File: src/rtl/adc_serial_ctrl_if.sv
// Host-side handshake of the ADC serial controller: conversion request,
// channel select, status and the registered result.
interface adc_serial_ctrl_if #(
  parameter int DATA_W = 12
);
  logic              START;
  logic [2:0]        CHAN;
  logic              BUSY;
  logic              DONE;
  logic [DATA_W-1:0] DATA;
  logic [2:0]        DATA_CH;

  modport master (
    output START, CHAN,
    input  BUSY, DONE, DATA, DATA_CH
  );

  modport slave (
    input  START, CHAN,
    output BUSY, DONE, DATA, DATA_CH
  );
endinterface

File: src/rtl/adc_serial_ctrl.sv
// Serial ADC conversion controller.
// A START in IDLE latches a channel, waits CONV_TICKS TICK pulses with the
// chip deselected, then clocks 2*DATA_W TICK half-periods of SCLK. It shifts
// a 6-bit config word {1, ch, 1, 0} out on ADC_DIN and DATA_W result bits in
// from ADC_DOUT, and presents the result with a one-cycle DONE strobe.
// All converter pins come straight from flops.
// Optional build macro: ADC_AUTOSCAN_EN. When it is defined, CHAN is ignored
// and an internal counter steps through channels 0..NUM_CH-1, advancing once
// per completed conversion.
module adc_serial_ctrl #(
  parameter int DATA_W     = 12,
  parameter int CONV_TICKS = 4,
  parameter int NUM_CH     = 8
) (
  input  logic            CLK,
  input  logic            RST_n,
  input  logic            TICK,
  adc_serial_ctrl_if.slave host,
  output logic            ADC_CS_n,
  output logic            ADC_SCLK,
  output logic            ADC_DIN,
  input  logic            ADC_DOUT
);

  typedef enum logic [1:0] {
    IDLE = 2'd0,
    CONV = 2'd1,
    XFER = 2'd2,
    FIN  = 2'd3
  } state_t;

  // One counter serves both the conversion wait and the transfer index k.
  localparam int CNT_MAX = (CONV_TICKS > 2*DATA_W) ? CONV_TICKS : 2*DATA_W;
  localparam int CNT_W   = $clog2(CNT_MAX + 1);
  localparam logic [CNT_W-1:0] CONV_LAST = CNT_W'(CONV_TICKS - 1);
  localparam logic [CNT_W-1:0] XFER_LAST = CNT_W'(2*DATA_W - 1);

  state_t            state, state_nx;
  logic [CNT_W-1:0]  cnt, cnt_nx;
  logic [2:0]        ch, ch_nx;
  logic [DATA_W-1:0] shreg, shreg_nx;
  logic              busy_nx, done_nx, cs_n_nx, sclk_nx, din_nx;
  logic [DATA_W-1:0] data_nx;
  logic [2:0]        data_ch_nx;
  logic              conv_end, xfer_end;
`ifdef ADC_AUTOSCAN_EN
  logic [2:0]        scan, scan_nx;
`endif

  // Out-of-range channel requests fold back into 0..NUM_CH-1.
  function automatic logic [2:0] wrap_chan(input logic [2:0] c);
    return 3'(int'(c) % NUM_CH);
  endfunction

  // Bit idx (0 = first sent) of the config word; zero once the word is out.
  function automatic logic cfg_bit(input logic [2:0] c, input int idx);
    logic [5:0] w;
    w = {1'b1, c, 2'b10};
    if (idx > 5) return 1'b0;
    return w[3'(5 - idx)];
  endfunction

  assign conv_end = TICK && (cnt == CONV_LAST);
  assign xfer_end = TICK && (cnt == XFER_LAST);

  // State register; reset returns to IDLE and aborts any transaction.
  always_ff @(posedge CLK) begin
    if (!RST_n) state <= IDLE;
    else        state <= state_nx;
  end

  // Next-state: only leaving IDLE ignores TICK; FIN always lasts one cycle.
  always_comb begin
    state_nx = state;
    case (state)
      IDLE:    if (host.START) state_nx = CONV;
      CONV:    if (conv_end)   state_nx = XFER;
      XFER:    if (xfer_end)   state_nx = FIN;
      FIN:     state_nx = IDLE;
      default: state_nx = IDLE;
    endcase
  end

  // Next values of all registered outputs, counters and the shift register.
  always_comb begin
    cnt_nx     = cnt;
    ch_nx      = ch;
    shreg_nx   = shreg;
    busy_nx    = host.BUSY;
    done_nx    = 1'b0;
    cs_n_nx    = ADC_CS_n;
    sclk_nx    = ADC_SCLK;
    din_nx     = ADC_DIN;
    data_nx    = host.DATA;
    data_ch_nx = host.DATA_CH;
`ifdef ADC_AUTOSCAN_EN
    scan_nx    = scan;
`endif
    case (state)
      IDLE: begin
        if (host.START) begin
          cnt_nx  = '0;
`ifdef ADC_AUTOSCAN_EN
          ch_nx   = scan;
`else
          ch_nx   = wrap_chan(host.CHAN);
`endif
          busy_nx = 1'b1;
          cs_n_nx = 1'b1;
          sclk_nx = 1'b0;
          din_nx  = 1'b0;
        end
      end
      CONV: begin
        if (conv_end) begin
          // Select the chip and present the first config bit together.
          cnt_nx  = '0;
          cs_n_nx = 1'b0;
          din_nx  = cfg_bit(ch, 0);
        end else if (TICK) begin
          cnt_nx = cnt + 1'b1;
        end
      end
      XFER: begin
        if (TICK) begin
          cnt_nx = cnt + 1'b1;
          if (!cnt[0]) begin
            // Even k: rising SCLK, sample the converter on this same edge.
            sclk_nx  = 1'b1;
            shreg_nx = {shreg[DATA_W-2:0], ADC_DOUT};
          end else begin
            // Odd k: falling SCLK, advance the config bit.
            sclk_nx = 1'b0;
            din_nx  = cfg_bit(ch, (int'(cnt) + 1) / 2);
          end
          if (xfer_end) begin
            // Last sample was taken at k = 2*DATA_W-2, so shreg is complete.
            cnt_nx     = '0;
            cs_n_nx    = 1'b1;
            sclk_nx    = 1'b0;
            din_nx     = 1'b0;
            done_nx    = 1'b1;
            data_nx    = shreg;
            data_ch_nx = ch;
          end
        end
      end
      FIN: begin
        busy_nx = 1'b0;
`ifdef ADC_AUTOSCAN_EN
        scan_nx = (int'(scan) >= NUM_CH - 1) ? 3'd0 : scan + 3'd1;
`endif
      end
      default: begin
        busy_nx = 1'b0;
      end
    endcase
  end

  // Control and output registers; reset takes priority over START and TICK.
  always_ff @(posedge CLK) begin
    if (!RST_n) begin
      cnt          <= '0;
      ch           <= '0;
      host.BUSY    <= 1'b0;
      host.DONE    <= 1'b0;
      host.DATA    <= '0;
      host.DATA_CH <= '0;
      ADC_CS_n     <= 1'b1;
      ADC_SCLK     <= 1'b0;
      ADC_DIN      <= 1'b0;
`ifdef ADC_AUTOSCAN_EN
      scan         <= '0;
`endif
    end else begin
      cnt          <= cnt_nx;
      ch           <= ch_nx;
      host.BUSY    <= busy_nx;
      host.DONE    <= done_nx;
      host.DATA    <= data_nx;
      host.DATA_CH <= data_ch_nx;
      ADC_CS_n     <= cs_n_nx;
      ADC_SCLK     <= sclk_nx;
      ADC_DIN      <= din_nx;
`ifdef ADC_AUTOSCAN_EN
      scan         <= scan_nx;
`endif
    end
  end

  // Receive shift register; a partial word is simply overwritten next time.
  always_ff @(posedge CLK) begin
    shreg <= shreg_nx;
  end

endmodule
File: src/flat_wrapper.sv
// flat-port wrapper written by rule: the top's interface ports become plain ports
module adc_serial_ctrl_flat 
#(
  parameter int DATA_W     = 12,
  parameter int CONV_TICKS = 4,
  parameter int NUM_CH     = 8
)
  (CLK, RST_n, TICK, ADC_CS_n, ADC_SCLK, ADC_DIN, ADC_DOUT, host_START, host_CHAN, host_BUSY, host_DONE, host_DATA, host_DATA_CH);
  adc_serial_ctrl_if #(.DATA_W(DATA_W)) host_i ();
  input  logic CLK;
  input  logic RST_n;
  input  logic TICK;
  output logic ADC_CS_n;
  output logic ADC_SCLK;
  output logic ADC_DIN;
  input  logic ADC_DOUT;
  input wire logic [$bits(host_i.START)-1:0] host_START;
  input wire logic [$bits(host_i.CHAN)-1:0] host_CHAN;
  output wire logic [$bits(host_i.BUSY)-1:0] host_BUSY;
  output wire logic [$bits(host_i.DONE)-1:0] host_DONE;
  output wire logic [$bits(host_i.DATA)-1:0] host_DATA;
  output wire logic [$bits(host_i.DATA_CH)-1:0] host_DATA_CH;
  assign host_i.START = host_START;
  assign host_i.CHAN = host_CHAN;
  assign host_BUSY = host_i.BUSY;
  assign host_DONE = host_i.DONE;
  assign host_DATA = host_i.DATA;
  assign host_DATA_CH = host_i.DATA_CH;
  adc_serial_ctrl #(.DATA_W(DATA_W), .CONV_TICKS(CONV_TICKS), .NUM_CH(NUM_CH)) u_core (.CLK(CLK), .RST_n(RST_n), .TICK(TICK), .host(host_i), .ADC_CS_n(ADC_CS_n), .ADC_SCLK(ADC_SCLK), .ADC_DIN(ADC_DIN), .ADC_DOUT(ADC_DOUT));
endmodule
File: config.mk
export PLATFORM = sky130hd
export DESIGN_NAME = adc_serial_ctrl_flat
export DESIGN_NICKNAME = d
export VERILOG_FILES = /design/src/rtl/adc_serial_ctrl_if.sv /design/src/rtl/adc_serial_ctrl.sv /design/src/flat_wrapper.sv
export SDC_FILE = /design/constraint.sdc
export NUM_CORES = 1
export LEC_CHECK = 0
export BUFFER_PORTS_ARGS = -buffer_cell sky130_fd_sc_hd__buf_2
export CAP_MARGIN = 20
export CORE_ASPECT_RATIO = 1.1
export CORE_UTILIZATION = 50
export DETAILED_ROUTE_END_ITERATION = 6
export PLACE_DENSITY = 0.72
export SYNTH_ARGS = -nofsm -noshare
export SYNTH_HDL_FRONTEND = slang
export SYNTH_SLANG_ARGS = --single-unit
File: constraint.sdc
create_clock -name CLK -period 2.24 [get_ports CLK]
set_input_delay 0.56 -clock CLK [delete_from_list [all_inputs] [get_ports CLK]]
set_output_delay 0.56 -clock CLK [all_outputs]
set_load 0.05 [all_outputs]
# Word-level counts from Yosys, hierarchy flattened
# Index checks and enable logic that the tools add are counted.
# Widths: inputs -> output; s select.
# totals
wordCells,81
in_bits,8
register_bits,42
# op_classes
reduce_logical,16
eq_ne,11
mux,35
bitwise,2
n_addsub,4
order_cmp,2
# op_table
operator,n
$mux 5,5
$mux 1,20
$pmux 5 s3,1
$reduce_and 3->1,5
$reduce_and 5->1,2
$pmux 2 s4,1
$add 5x1->6,1
$add 5x1->6 const B,1
$gt 6x3->1 const B,1
$mux 2,3
$pmux 1 s2,3
$add 5x1->5 const B,1
$eq 5x2->1 const B,1
$eq 5x5->1 const B,1
$lt 3x5->1 const B,1
$eq 2x2->1 const B,2
$ne 2x1->1 const B,2
$ne 2x2->1 const B,2
$reduce_and 2->1,2
$reduce_and 4->1,1
$reduce_bool 2->1,2
$bmux 1 s3,1
$ne 3x1->1 const B,1
$ne 3x2->1 const B,1
other kinds (8),9

# Depth between registers and ports, before layout
# Gate-level depths: netlist (run 1).
# depth
depth_word,13
depth_mapped,8
ltp_nobuf,7

# Least setup slack after synthesis (run 1)
# OpenSTA, ideal clock, no wires.
# synth_path
path_kind,register to register
start,reg u_core.state[0]
end,"reg u_core.shreg[0], enable pin"
path_slack_ps,596
period_less_slack_ps,1644
t_required_ps,1860
arrival_ps,1264
path_stages_with_launch,5
path_cell_list,dfxtp_1 -> inv_1 -> ha_1 -> nand2_1 -> nor2_1
# synth_via
elab_chain_cells,2
# synth_rtl
element,line_no,source
start: declaration,adc_serial_ctrl.sv:38,"state_t state, state_nx;"
start signal: assignment,adc_serial_ctrl.sv:69,else state <= state_nx;
$eq 2x2->1,adc_serial_ctrl.sv:99,case (state)
$reduce_and 3->1 (no line),--,
end signal: assignment,adc_serial_ctrl.sv:193,shreg <= shreg_nx;
end: declaration,adc_serial_ctrl.sv:41,"logic [DATA_W-1:0] shreg, shreg_nx;"
# No other way between the ends.
# A chain may end at the register's enable or synchronous reset.

# Final worst setup path (run 1)
# layout_path
start,reg u_core.cnt[0]
end,reg u_core.host.DATA[8]
# layout_via
elab_chain_cells,3
# layout_rtl
element,line_no,source
start: declaration,adc_serial_ctrl.sv:39,"logic [CNT_W-1:0] cnt, cnt_nx;"
start signal: assignment,adc_serial_ctrl.sv:176,cnt <= cnt_nx;
$eq 5x5->1,adc_serial_ctrl.sv:64,assign xfer_end = TICK && (cnt == XFER_LAST);
$logic_and 1x1->1,adc_serial_ctrl.sv:64,
$reduce_and 3->1 (no line),--,
end signal: assignment,adc_serial_ctrl.sv:180,host.DATA <= data_nx;
end: declaration,adc_serial_ctrl_if.sv:20,"output BUSY, DONE, DATA, DATA_CH"
# No other way between the ends.

==> results by group, run 1 <==
Die
  – Die Wd: 59.1 microns
  – I/O pin total: 28
  – Initial Util: 0.530
  – Die Y-Extent: 64.8 microns
  – Row count: 22
  – Die footprint: 0.00383 sq mm
  – Area of the core: 0.00339 sq mm

Synthesis
  – #FFs+latches synth: 42
  – Main synth FF type: dfxtp_1
  – Mean Syn Cell Area: 10.5 sq um
  – Post-Syn Nets: 184
  – Fraction of registers with async set/reset: 0
  – Largest area contributor in the netlist: dfxtp_1
  – Yosys warnings: 0
  – Yosys cell types: 37
  – Post-Syn Area: 0.00179 sq mm
  – Synth top area share: 0.335
  – Synth top area cells: dfxtp_1 (33%), edfxtp_1 (20%), mux2i_1 (9.5%)
  – Sequential share of the synthesized area: 0.536
  – Post-synth EDFFs: 12
  – Cells after synthesis: 171

Power and ir drop
  – Leakage: 0.000936 uW
  – Sw power: 668 uW
  – PD cells: 970 mW/mm^2
  – Comb power frac: 0.288
  – Switching part of the total: 0.340
  – Cell-internal power: 1300 uW
  – Worst ir drop on vdd: 0.610 mV
  – Clock share of power: 0.249
  – Reg power frac: 0.463

Clocking
  – # clock sinks: 42
  – TritonCTS clock tree: yes
  – Root Driver: clkbuf_4
  – # Post-CTS Setup Buffers: 0
  – H-Tree Depth: 2
  – CTS clk-pin slew, worst paths: 0.13 ns
  – CTS resizes: 0
  – Num CTS Buffers: 5
  – Maximum clock insertion buffer count: 2
  – Clock latency at the later pin of the worst-skew pair: 0.35 ns
  – Post-CTS Hold Fix Bufs: 0

Setup path
  – Critical Path Source: u_core.cnt[0]$_SDFFE_PN0P_
  – Crit-path max FO: 16
  – Slowest CP cell: dfxtp_1
  – CP required: 2.48 ns
  – Kind of critical path: reg2reg
  – Slowest Stage Delay on Critical Path: 0.45 ns
  – Worst Setup Start Kind: register
  – Most used cell, CP: nor2_1
  – CP endpoint kind: register
  – R2r startpoint: u_core.cnt[0]$_SDFFE_PN0P_
  – Worst Path Arrival: 2.14 ns
  – CP cell instances: ha_1, nand3_1, nor2_1, nand2_2, mux2i_1, nor2_1

Placed design
  – Post-DP HPWL: 2440 microns
  – GPL Wtd Cong: 0.835
  – Port buffer count: 27
  – Pre-CTS setup slack: 0.368 ns

Timing
  – Slew margin rel.: 0.679
  – Final worst path period share: 0.851
  – Slew @ Worst Pin: 0.479 ns
  – Setup WS post-layout: 0.335 ns
  – Final hold violation count: 0
  – RSZ-0062 raised after global routing: false
  – Highest Clock Rate: 0.525 GHz
  – Fin Setup TNS: 0 ns
  – Max Slew Vio Count: 0
  – Post-layout minimum cycle time: 1.91 ns
  – Final setup viols: 0
  – Worst-case clock skew: 0.00743 ns

Layout
  – Register area: 961 sq um
  – ANT cells: 0
  – Share of cells above drive strength 1: 0.224
  – Combined area of the multi-input logic cells: 757 sq um
  – # fillers: 305
  – Nets: 213
  – Layout area overhead: 13.1%

GRT
  – Pin count of the biggest net entering global routing: 29
  – Global-route wire length before repair: 5780 microns
  – GRT overflow: 0
  – Initial antenna violation count: 0
  – Global-route usage over all layers: 0.205
  – Number of global-route vias before repair: 1299

Drt
  – DRT Pass-1 Iters: 4
  – Remaining routing DRC violations: 0
  – Vias: 1341
  – DR iter-0 viols: 54
  – Routed wire length: 3370 microns
  – Via density: 5.39
  – Routed len/inst: 13.5 microns
  – Antenna violation net count after detailed routing: 0

Job
  – Max-Cap Viols: 0

Run status
  – Outcome: finished clean

Hold path
  – HP Class: in2reg
  – Hold_sp: ADC_DOUT
-- final cells by class --
cell class                      instances  area share
Clock inverter                          3      0.0216
Clock buffer                            5      0.0185
Inverter                                7      0.0130
Timing Repair Buffer                   28      0.0703
Sequential cell                        42       0.474
Multi-Input combinational cell        116       0.373
Tap cell                               48      0.0296
-- path summary, 6_finish.rpt --
check | to | slack [ns] | depth (start not counted)
max reg2reg | u_core.host.DATA[8]$_SDFFE_PN0P_ | 0.33 | 6
min | u_core.shreg[0]$_DFFE_PP_ | 0.37 | 1
max | u_core.host.DATA[8]$_SDFFE_PN0P_ | 0.33 | 6
min reg2reg | u_core.shreg[3]$_DFFE_PP_ | 0.47 | 0
-- flip-flops by register name, indices dropped and copies added (netlist names), 2 cells and up --
register	count
u_core.host.DATA	12
u_core.shreg	12
u_core.cnt	5
u_core.ch	3
u_core.host.DATA_CH	3
u_core.state	2
-- layout by cell type (no fill, tap or decap), types with 2 or more instances in the layout --
cell,netlist,final
nand2_1,12,12
edfxtp_1,12,12
inv_1,6,6
a31oi_1,3,3
buf_2,0,27
nor2b_1,3,3
and2_1,2,2
nor3_1,4,4
nor4_1,2,2
nor2_1,30,30
dfxtp_1,30,30
nand2b_4,2,2
a21oi_1,5,5
o21ai_0,2,2
o22ai_1,2,2
nand3_1,10,10
ha_1,5,5
o211ai_1,3,3
mux2i_1,17,17
clkbuf_4,0,5
-- worst max-delay path: cells and delay by family (launching register included) --
| kind | cells | cell delay [ns] |
|---|---|---|
| adder cells (fa/ha/maj) | 1 | 0.39 |
| multiplexers | 1 | 0.28 |
| flip-flops | 1 | 0.45 |
| AND/OR/NAND/NOR | 4 | 0.66 |
-- per-stage QoR --
step / power [uW] / std cells / area [sq um] / hold slack [ns] / util
6_report: 1970 / 249 / 2030 / 0.371 / 0.599
5_1_grt: 2090 / 249 / 2030 / 0.347 / 0.599
4_1_cts: 1980 / 249 / 2030 / 0.360 / 0.599
3_5_place_dp: 1490 / 241 / 1950 / 0.437 / 0.575
3_3_place_gp: 1480 / 241 / 1950 / 0.430 / 0.575
2_1_floorplan: 1360 / 171 / 1790 / 0.426 / -
-- layer usage --
metal,vias up,wire length (microns),track usage,part of all wire
met4,0,59,0.0774,0.018
met3,6,142,0.0599,0.042
li1,653,-,-,-
met5,-,0,0,0
met1,650,1450,0.246,0.43
met2,32,1720,0.342,0.51
-- power by group through the flow --
stage | Combinational (uW) | Sequential [uW] | Clock (uW)
global route | 630 | 922 | 538
detailed placement | 562 | 929 | 0
CTS | 568 | 912 | 502
floorplan | 383 | 976 | 0
finish | 567 | 911 | 489
global placement | 550 | 925 | 0
-- kinds of logic (layout without fill, tap and decap cells) --
| kind of cell | Yosys count | after routing | synth area share |
|---|---|---|---|
| buffers and inverters | 13 | 43 | 0.0419 |
| adder cells (fa/ha/maj) | 5 | 5 | 0.0349 |
| multiplexers | 18 | 18 | 0.101 |
| flip-flops | 42 | 42 | 0.536 |
| AO/OA/AOI/OAI | 22 | 22 | 0.0942 |
| XOR/XNOR | 2 | 2 | 0.00977 |
| AND/OR/NAND/NOR | 69 | 69 | 0.182 |
-- Yosys cell counts (3+ instances only) --
cell type	instances
a21oi_1	5
a31oi_1	3
buf_6	3
dfxtp_1	30
edfxtp_1	12
ha_1	5
inv_1	6
mux2i_1	17
nand2_1	12
nand3_1	10
nor2_1	30
nor2b_1	3
nor3_1	4
o211ai_1	3
Note: power is estimated with default switching activity, not from simulation.
==> run 2: changes to the inputs <==
Settings changed: ABC_AREA set to 1, CORE_UTILIZATION 50 to 30, PLACE_DENSITY 0.72 to 0.47.
==> run 2 against run 1 <==
  * Flip-flop and latch count stayed put
  * Register-to-register slack better by 0.21 ns
  * Via count up 6.6%
  * Largest power group unchanged
  * Critical path type unchanged
==> results by group, run 2 <==
Setup path
  – CP endpoint kind: register
  – RR Endpoint: u_core.host.DATA[3]$_SDFFE_PN0P_
  – CP required: 2.42 ns
  – Most used cell, CP: nand2_2
  – Register-to-register setup slack: 0.54 ns
  – Worst Path Arrival: 1.88 ns
  – Kind of critical path: reg2reg
  – Slowest CP cell: dfxtp_1
  – R2r startpoint: u_core.cnt[0]$_SDFFE_PN0P_
  – CP cell instances: ha_1, nand2_2, nor2_2, nand2_2, inv_4, nand2_4, nand2_1, a21oi_2
  – R2r worst-path depth: 8
  – Slowest Stage Delay on Critical Path: 0.41 ns
  – Worst path top cell family by delay: simple AND/OR/NAND/NOR gates
  – Crit-path max FO: 16
  – Crit path buffers/inverters: 1
  – Worst Setup Start Kind: register

Synthesis
  – Post-Synth Simple-Gate Area: 0.287
  – Post-synthesis adder-cell area fraction: 0.0327
  – Fraction of registers with async set/reset: 0
  – Area fraction in compound gates after synthesis: 0.109
  – #FFs+latches synth: 42
  – Sequential share of the synthesized area: 0.503
  – Main synth FF type: dfxtp_1
  – Post-Syn Area: 0.00191 sq mm
  – Area share of xor/xnor cells in the synthesized design: 0
  – Cells after synthesis: 214
  – Leading cell types by count after synthesis: nand2_1 (42), dfxtp_1 (30), nor2_1 (21)
  – Synth top area cells: dfxtp_1 (31%), edfxtp_1 (19%), nand2_1 (8.2%)
  – Largest area contributor in the netlist: dfxtp_1
  – Most frequent cell after synthesis: nand2_1
  – Mean Syn Cell Area: 8.93 sq um
  – Yosys warnings: 0
  – Largest family of logic cells by synthesized area: simple AND/OR/NAND/NOR gates
  – Post-synth EDFFs: 12
  – Yosys cell types: 26
  – Mux contribution to synthesized area: 0
  – Synth top area share: 0.314
  – Post-Syn Nets: 227

Drt
  – Routed len/inst: 11.8 microns
  – DR iter-0 viols: 45
  – Routed wire length: 3830 microns
  – Antenna violation net count after detailed routing: 0
  – Vias: 1429
  – Via density: 4.41
  – DRT Pass-1 Iters: 6
  – Remaining routing DRC violations: 0

Layout
  – ANT cells: 0
  – # fillers: 645
  – Combined area of the multi-input logic cells: 818 sq um
  – Commonest non-fill, non-tap cell in the layout: nand2_1
  – Commonest non-fill, non-tap cells in the layout: nand2_1 (42), dfxtp_1 (30), buf_2 (27)
  – Biggest regs: u_core.host.DATA x12, u_core.shreg x12, u_core.cnt x5
  – Layout area overhead: 15.9%
  – Nets: 256
  – Share of cells above drive strength 1: 0.324
  – Register area: 961 sq um

GRT
  – Pin count of the biggest net entering global routing: 21
  – Initial antenna violation count: 0
  – Global-route usage over all layers: 0.124
  – GRT overflow: 0
  – Number of global-route vias before repair: 1337
  – Global-route wire length before repair: 6420 microns

Placed design
  – GPL Wtd Cong: 0.819
  – Post-DP HPWL: 2750 microns
  – Port buffer count: 27

Hold path
  – HP Class: in2reg
  – Hold Path End: u_core.shreg[0]$_DFFE_PP_
  – Hold Crit Depth: 1
  – Hold_sp: ADC_DOUT

Clocking
  – Root Driver: clkbuf_8
  – Post-CTS Hold Fix Bufs: 0
  – # clock sinks: 42
  – TritonCTS clock tree: yes
  – Maximum clock insertion buffer count: 2
  – Num CTS Buffers: 5
  – CTS clk-pin slew, worst paths: 0.08 ns
  – # Post-CTS Setup Buffers: 0
  – CTS resizes: 0
  – H-Tree Depth: 2
  – Clock latency at the later pin of the worst-skew pair: 0.29 ns

Power and ir drop
  – Leakage: 0.000873 uW
  – PD cells: 951 mW/mm^2
  – Comb power frac: 0.266
  – Reg power frac: 0.446
  – Clock share of power: 0.288
  – Sw power: 729 uW
  – Cell-internal power: 1380 uW
  – Worst ir drop on vdd: 0.469 mV
  – PnR Total Power: 2110 uW
  – Switching part of the total: 0.346

Die
  – Area of the core: 0.00616 sq mm
  – I/O pin total: 28
  – Die Wd: 78.1 microns
  – Initial Util: 0.311
  – Die Y-Extent: 85.7 microns
  – Die footprint: 0.00670 sq mm
  – Row count: 30

Timing
  – Final setup viols: 0
  – Final hold violation count: 0
  – Slew margin rel.: 0.798
  – Slew @ Worst Pin: 0.302 ns
  – RSZ-0062 raised after global routing: false
  – Worst-case clock skew: 0.00280 ns
  – Post-layout minimum cycle time: 1.70 ns
  – Hold slack final: 0.441 ns
  – Final worst path period share: 0.759
  – Max Slew Vio Count: 0
  – Highest Clock Rate: 0.588 GHz
  – Fin Setup TNS: 0 ns

Job
  – Max-Cap Viols: 0

Run status
  – Outcome: finished clean
## run 2: worst register-to-register path, stage by stage, from the launching register on
cell	delay [ns]
dfxtp_1	0.41
ha_1	0.30
nand2_2	0.12
nor2_2	0.11
nand2_2	0.08
inv_4	0.19
nand2_4	0.21
nand2_1	0.13
a21oi_2	0.05
## run 2: per-layer routing
layer / share of wire / global-route usage / wire length, microns
met5: 0 / 0 / 0
met4: 0.0063 / 0.0455 / 24
met3: 0.042 / 0.0330 / 161
met2: 0.47 / 0.197 / 1790
met1: 0.48 / 0.160 / 1850
## run 2: cell type report
class / instances / share of cell area
tap: 80 / 0.0452
multi-input combinational: 147 / 0.369
sequential: 42 / 0.434
timing repair buffer: 30 / 0.0711
clock buffer: 5 / 0.0311
inverter: 17 / 0.0299
clock inverter: 3 / 0.0198
## run 2: metrics by stage
| step | cell area [sq um] | worst slack, ns | std cells | utilization |
|---|---|---|---|---|
| global route | 2220 | 0.379 | 324 | 0.360 |
| CTS | 2220 | 0.528 | 324 | 0.360 |
| global placement | 2100 | 0.617 | 316 | 0.342 |
| finish | 2220 | 0.540 | 324 | 0.360 |
| floorplan | 1910 | 0.229 | 214 | - |
| detailed placement | 2100 | 0.556 | 316 | 0.342 |
## run 2: logic make-up after synthesis
group | count (synthesis)
buffers and inverters | 25
DFF | 42
adders and majority gates | 5
and+or+nand+nor | 110
AOI/OAI and AO/OA | 32
## run 2: worst max-delay path by stage
| stage | startpoint | endpoint | slack [ns] | cells after the start |
|---|---|---|---|---|
| 2_1_floorplan | u_core.state[0]$_SDFFE_PN0P_ | u_core.shreg[0]$_DFFE_PP_ | 0.23 | 5 |
| 3_3_place_gp | u_core.cnt[0]$_SDFFE_PN0P_ | u_core.host.DATA[3]$_SDFFE_PN0P_ | 0.62 | 8 |
| 3_5_place_dp | u_core.cnt[0]$_SDFFE_PN0P_ | u_core.host.DATA[3]$_SDFFE_PN0P_ | 0.56 | 8 |
| 4_1_cts | u_core.cnt[0]$_SDFFE_PN0P_ | u_core.host.DATA[3]$_SDFFE_PN0P_ | 0.53 | 8 |
| 5_1_grt | u_core.cnt[0]$_SDFFE_PN0P_ | u_core.host.DATA[0]$_SDFFE_PN0P_ | 0.38 | 8 |
| 6_report | u_core.cnt[0]$_SDFFE_PN0P_ | u_core.host.DATA[3]$_SDFFE_PN0P_ | 0.54 | 8 |
## run 2: power groups by stage
stage,clock network [uW],logic [uW],registers [uW]
floorplan,0,377,1020
global placement,0,572,960
detailed placement,0,570,962
CTS,633,570,944
global route,660,646,955
finish,606,560,941
==> run 3: changes to the inputs <==
Settings changed: ABC_AREA 1 to 0, PLACE_DENSITY 0.47 to 0.48.
Clock period 2.24 ns to 1.6 ns, I/O delays scaled along.
==> run 3 against run 2 <==
  * Power up 54%
  * Sequential share of layout area fell by 3.2 points
  * Clock skew is 0.0053 ns higher
  * Register-to-register slack lost 0.50 ns
  * Worst hold slack worse by 0.16 ns
  * Critical path depth stayed put
  * Cell area is 9.0% higher
  * Sequential power grew 39%
  * Largest power group unchanged
  * Combinational power grew 120%
==> results by group, run 3 (same netlist as run 1, synthesis figures left out) <==
Timing
  – Slew margin rel.: 0.696
  – Final setup viols: 0
  – Final worst path period share: 0.977
  – Final hold violation count: 0
  – Post-layout minimum cycle time: 1.56 ns
  – Setup WS post-layout: 0.0368 ns
  – Highest Clock Rate: 0.640 GHz
  – Slew @ Worst Pin: 0.454 ns
  – Worst-case clock skew: 0.00806 ns
  – Max Slew Vio Count: 0
  – RSZ-0062 raised after global routing: true

Clocking
  – CTS clk-pin slew, worst paths: 0.08 ns
  – Root Driver: clkbuf_8
  – Num CTS Buffers: 5
  – Clock latency at the later pin of the worst-skew pair: 0.29 ns
  – TritonCTS clock tree: yes
  – Maximum clock insertion buffer count: 2
  – # clock sinks: 42
  – H-Tree Depth: 2

Layout
  – Biggest regs: u_core.host.DATA x12, u_core.shreg x12, u_core.cnt x5
  – Commonest non-fill, non-tap cells in the layout: nor2_1 (28), buf_2 (27), dfxtp_1 (26)
  – Nets: 234
  – Commonest non-fill, non-tap cell in the layout: nor2_1
  – Layout area overhead: 34.7%
  – Share of cells above drive strength 1: 0.378
  – # fillers: 571
  – ANT cells: 0

GRT
  – Pin count of the biggest net entering global routing: 21
  – Global-route wire length before repair: 5940 microns
  – Global-route usage over all layers: 0.126
  – Number of global-route vias before repair: 1203
  – GRT overflow: 0
  – Initial antenna violation count: 0

Drt
  – DR iter-0 viols: 53
  – Routed wire length: 3830 microns
  – Antenna violation net count after detailed routing: 0
  – DRT Pass-1 Iters: 4
  – Routed len/inst: 12.8 microns
  – Via density: 4.59
  – Vias: 1371
  – Remaining routing DRC violations: 0

Setup path
  – CP cell instances: inv_4, ha_4, buf_6, buf_6, o21ai_4, o211ai_1, nor3_1, a32o_2
  – Slowest CP cell: dfxtp_4
  – RR Endpoint: u_core.ADC_DIN$_SDFFE_PN0P_
  – CP required: 1.79 ns
  – Slowest Stage Delay on Critical Path: 0.37 ns
  – Kind of critical path: reg2reg
  – R2r startpoint: u_core.state[0]$_SDFFE_PN0P_
  – CP endpoint kind: register
  – Worst Setup Start Kind: register
  – Register-to-register setup slack: 0.04 ns
  – Most used cell, CP: buf_6
  – Worst Path Arrival: 1.75 ns
  – Crit-path max FO: 4
  – R2r worst-path depth: 8

Power and ir drop
  – Reg power frac: 0.404
  – Worst ir drop on vdd: 0.791 mV
  – PD cells: 1350 mW/mm^2
  – PnR Total Power: 3250 uW
  – Sw power: 1130 uW
  – Clock share of power: 0.219
  – Cell-internal power: 2120 uW
  – Switching part of the total: 0.347
  – Leakage: 0.00107 uW
  – Comb power frac: 0.378

Placed design
  – Post-DP HPWL: 2720 microns
  – Port buffer count: 27
  – Pre-CTS setup slack: -0.154 ns
  – GPL Wtd Cong: 0.731

Die
  – I/O pin total: 28
  – Initial Util: 0.311
  – Area of the core: 0.00577 sq mm
  – Die Wd: 75.7 microns
  – Die Y-Extent: 83.1 microns
  – Die footprint: 0.00629 sq mm
  – Row count: 29

Run status
  – Outcome: finished clean

Hold path
  – Hold_sp: ADC_DOUT
  – Hold Path End: u_core.shreg[0]$_DFFE_PP_
  – HP Class: in2reg
  – Hold Crit Depth: 1

Job
  – Max-Cap Viols: 0
[run 3: what timing repair did]
item / CTS / global route
hold buffers: 0 / 0
pin swaps: 4 / 12
setup endpoints to repair: 14 / 21
setup buffers: 0 / 5
gates resized for setup: 6 / 27
[run 3: how the worst max path moves through the flow]
| stage | to | start |
|---|---|---|
| finish | u_core.ADC_DIN$_SDFFE_PN0P_ | u_core.state[0]$_SDFFE_PN0P_ |
| global route | u_core.ADC_DIN$_SDFFE_PN0P_ | u_core.state[0]$_SDFFE_PN0P_ |
| CTS | u_core.ADC_DIN$_SDFFE_PN0P_ | u_core.state[1]$_SDFFE_PN0P_ |
| detailed placement | u_core.ADC_DIN$_SDFFE_PN0P_ | u_core.state[1]$_SDFFE_PN0P_ |
| global placement | u_core.ADC_DIN$_SDFFE_PN0P_ | u_core.state[0]$_SDFFE_PN0P_ |
| floorplan | u_core.host.DATA[10]$_SDFFE_PN0P_ | u_core.cnt[0]$_SDFFE_PN0P_ |
[run 3: cell type report]
type                            count  area (sq um)  area share
Timing Repair Buffer               49           345       0.143
Clock inverter                      3          25.0      0.0104
Sequential cell                    42           971       0.402
Multi-Input combinational cell    116           877       0.363
Inverter                            7          31.3      0.0130
Clock buffer                        5          68.8      0.0285
Tap cell                           77          96.3      0.0399
[run 3: layer usage]
metal	GRT usage	part of all wire
met5	0	0
met4	0.0455	0.012
met3	0.0328	0.038
met2	0.195	0.49
met1	0.168	0.45
[run 3: power groups by stage]
| stage | sequential [uW] | clock [uW] | combinational [uW] |
|---|---|---|---|
| 6_report | 1310 | 710 | 1230 |
| 3_5_place_dp | 1300 | 0 | 978 |
| 3_3_place_gp | 1300 | 0 | 981 |
| 5_1_grt | 1320 | 788 | 1330 |
| 4_1_cts | 1280 | 750 | 1010 |
| 2_1_floorplan | 1370 | 0 | 538 |
[run 3: critical path, delay by kind of cell, from the launching register on]
family | cells | cell delay [ns]
adder cells (fa/ha/maj) | 1 | 0.13
buffers and inverters | 3 | 0.29
AO/OA/AOI/OAI | 3 | 0.56
flip-flops | 1 | 0.37
AND/OR/NAND/NOR | 1 | 0.10
[run 3: per-stage QoR]
step	utilization	cells	hold WS, ns	instance area (sq um)	setup TNS [ns]
after floorplan	-	171	0.426	1800	-0.0420
after global placement	0.373	286	0.435	2150	-0.316
after detailed placement	0.373	286	0.438	2150	-0.379
after CTS	0.391	294	0.265	2260	-0.0351
after global routing	0.419	299	0.262	2410	-0.0647
final	0.419	299	0.279	2410	0
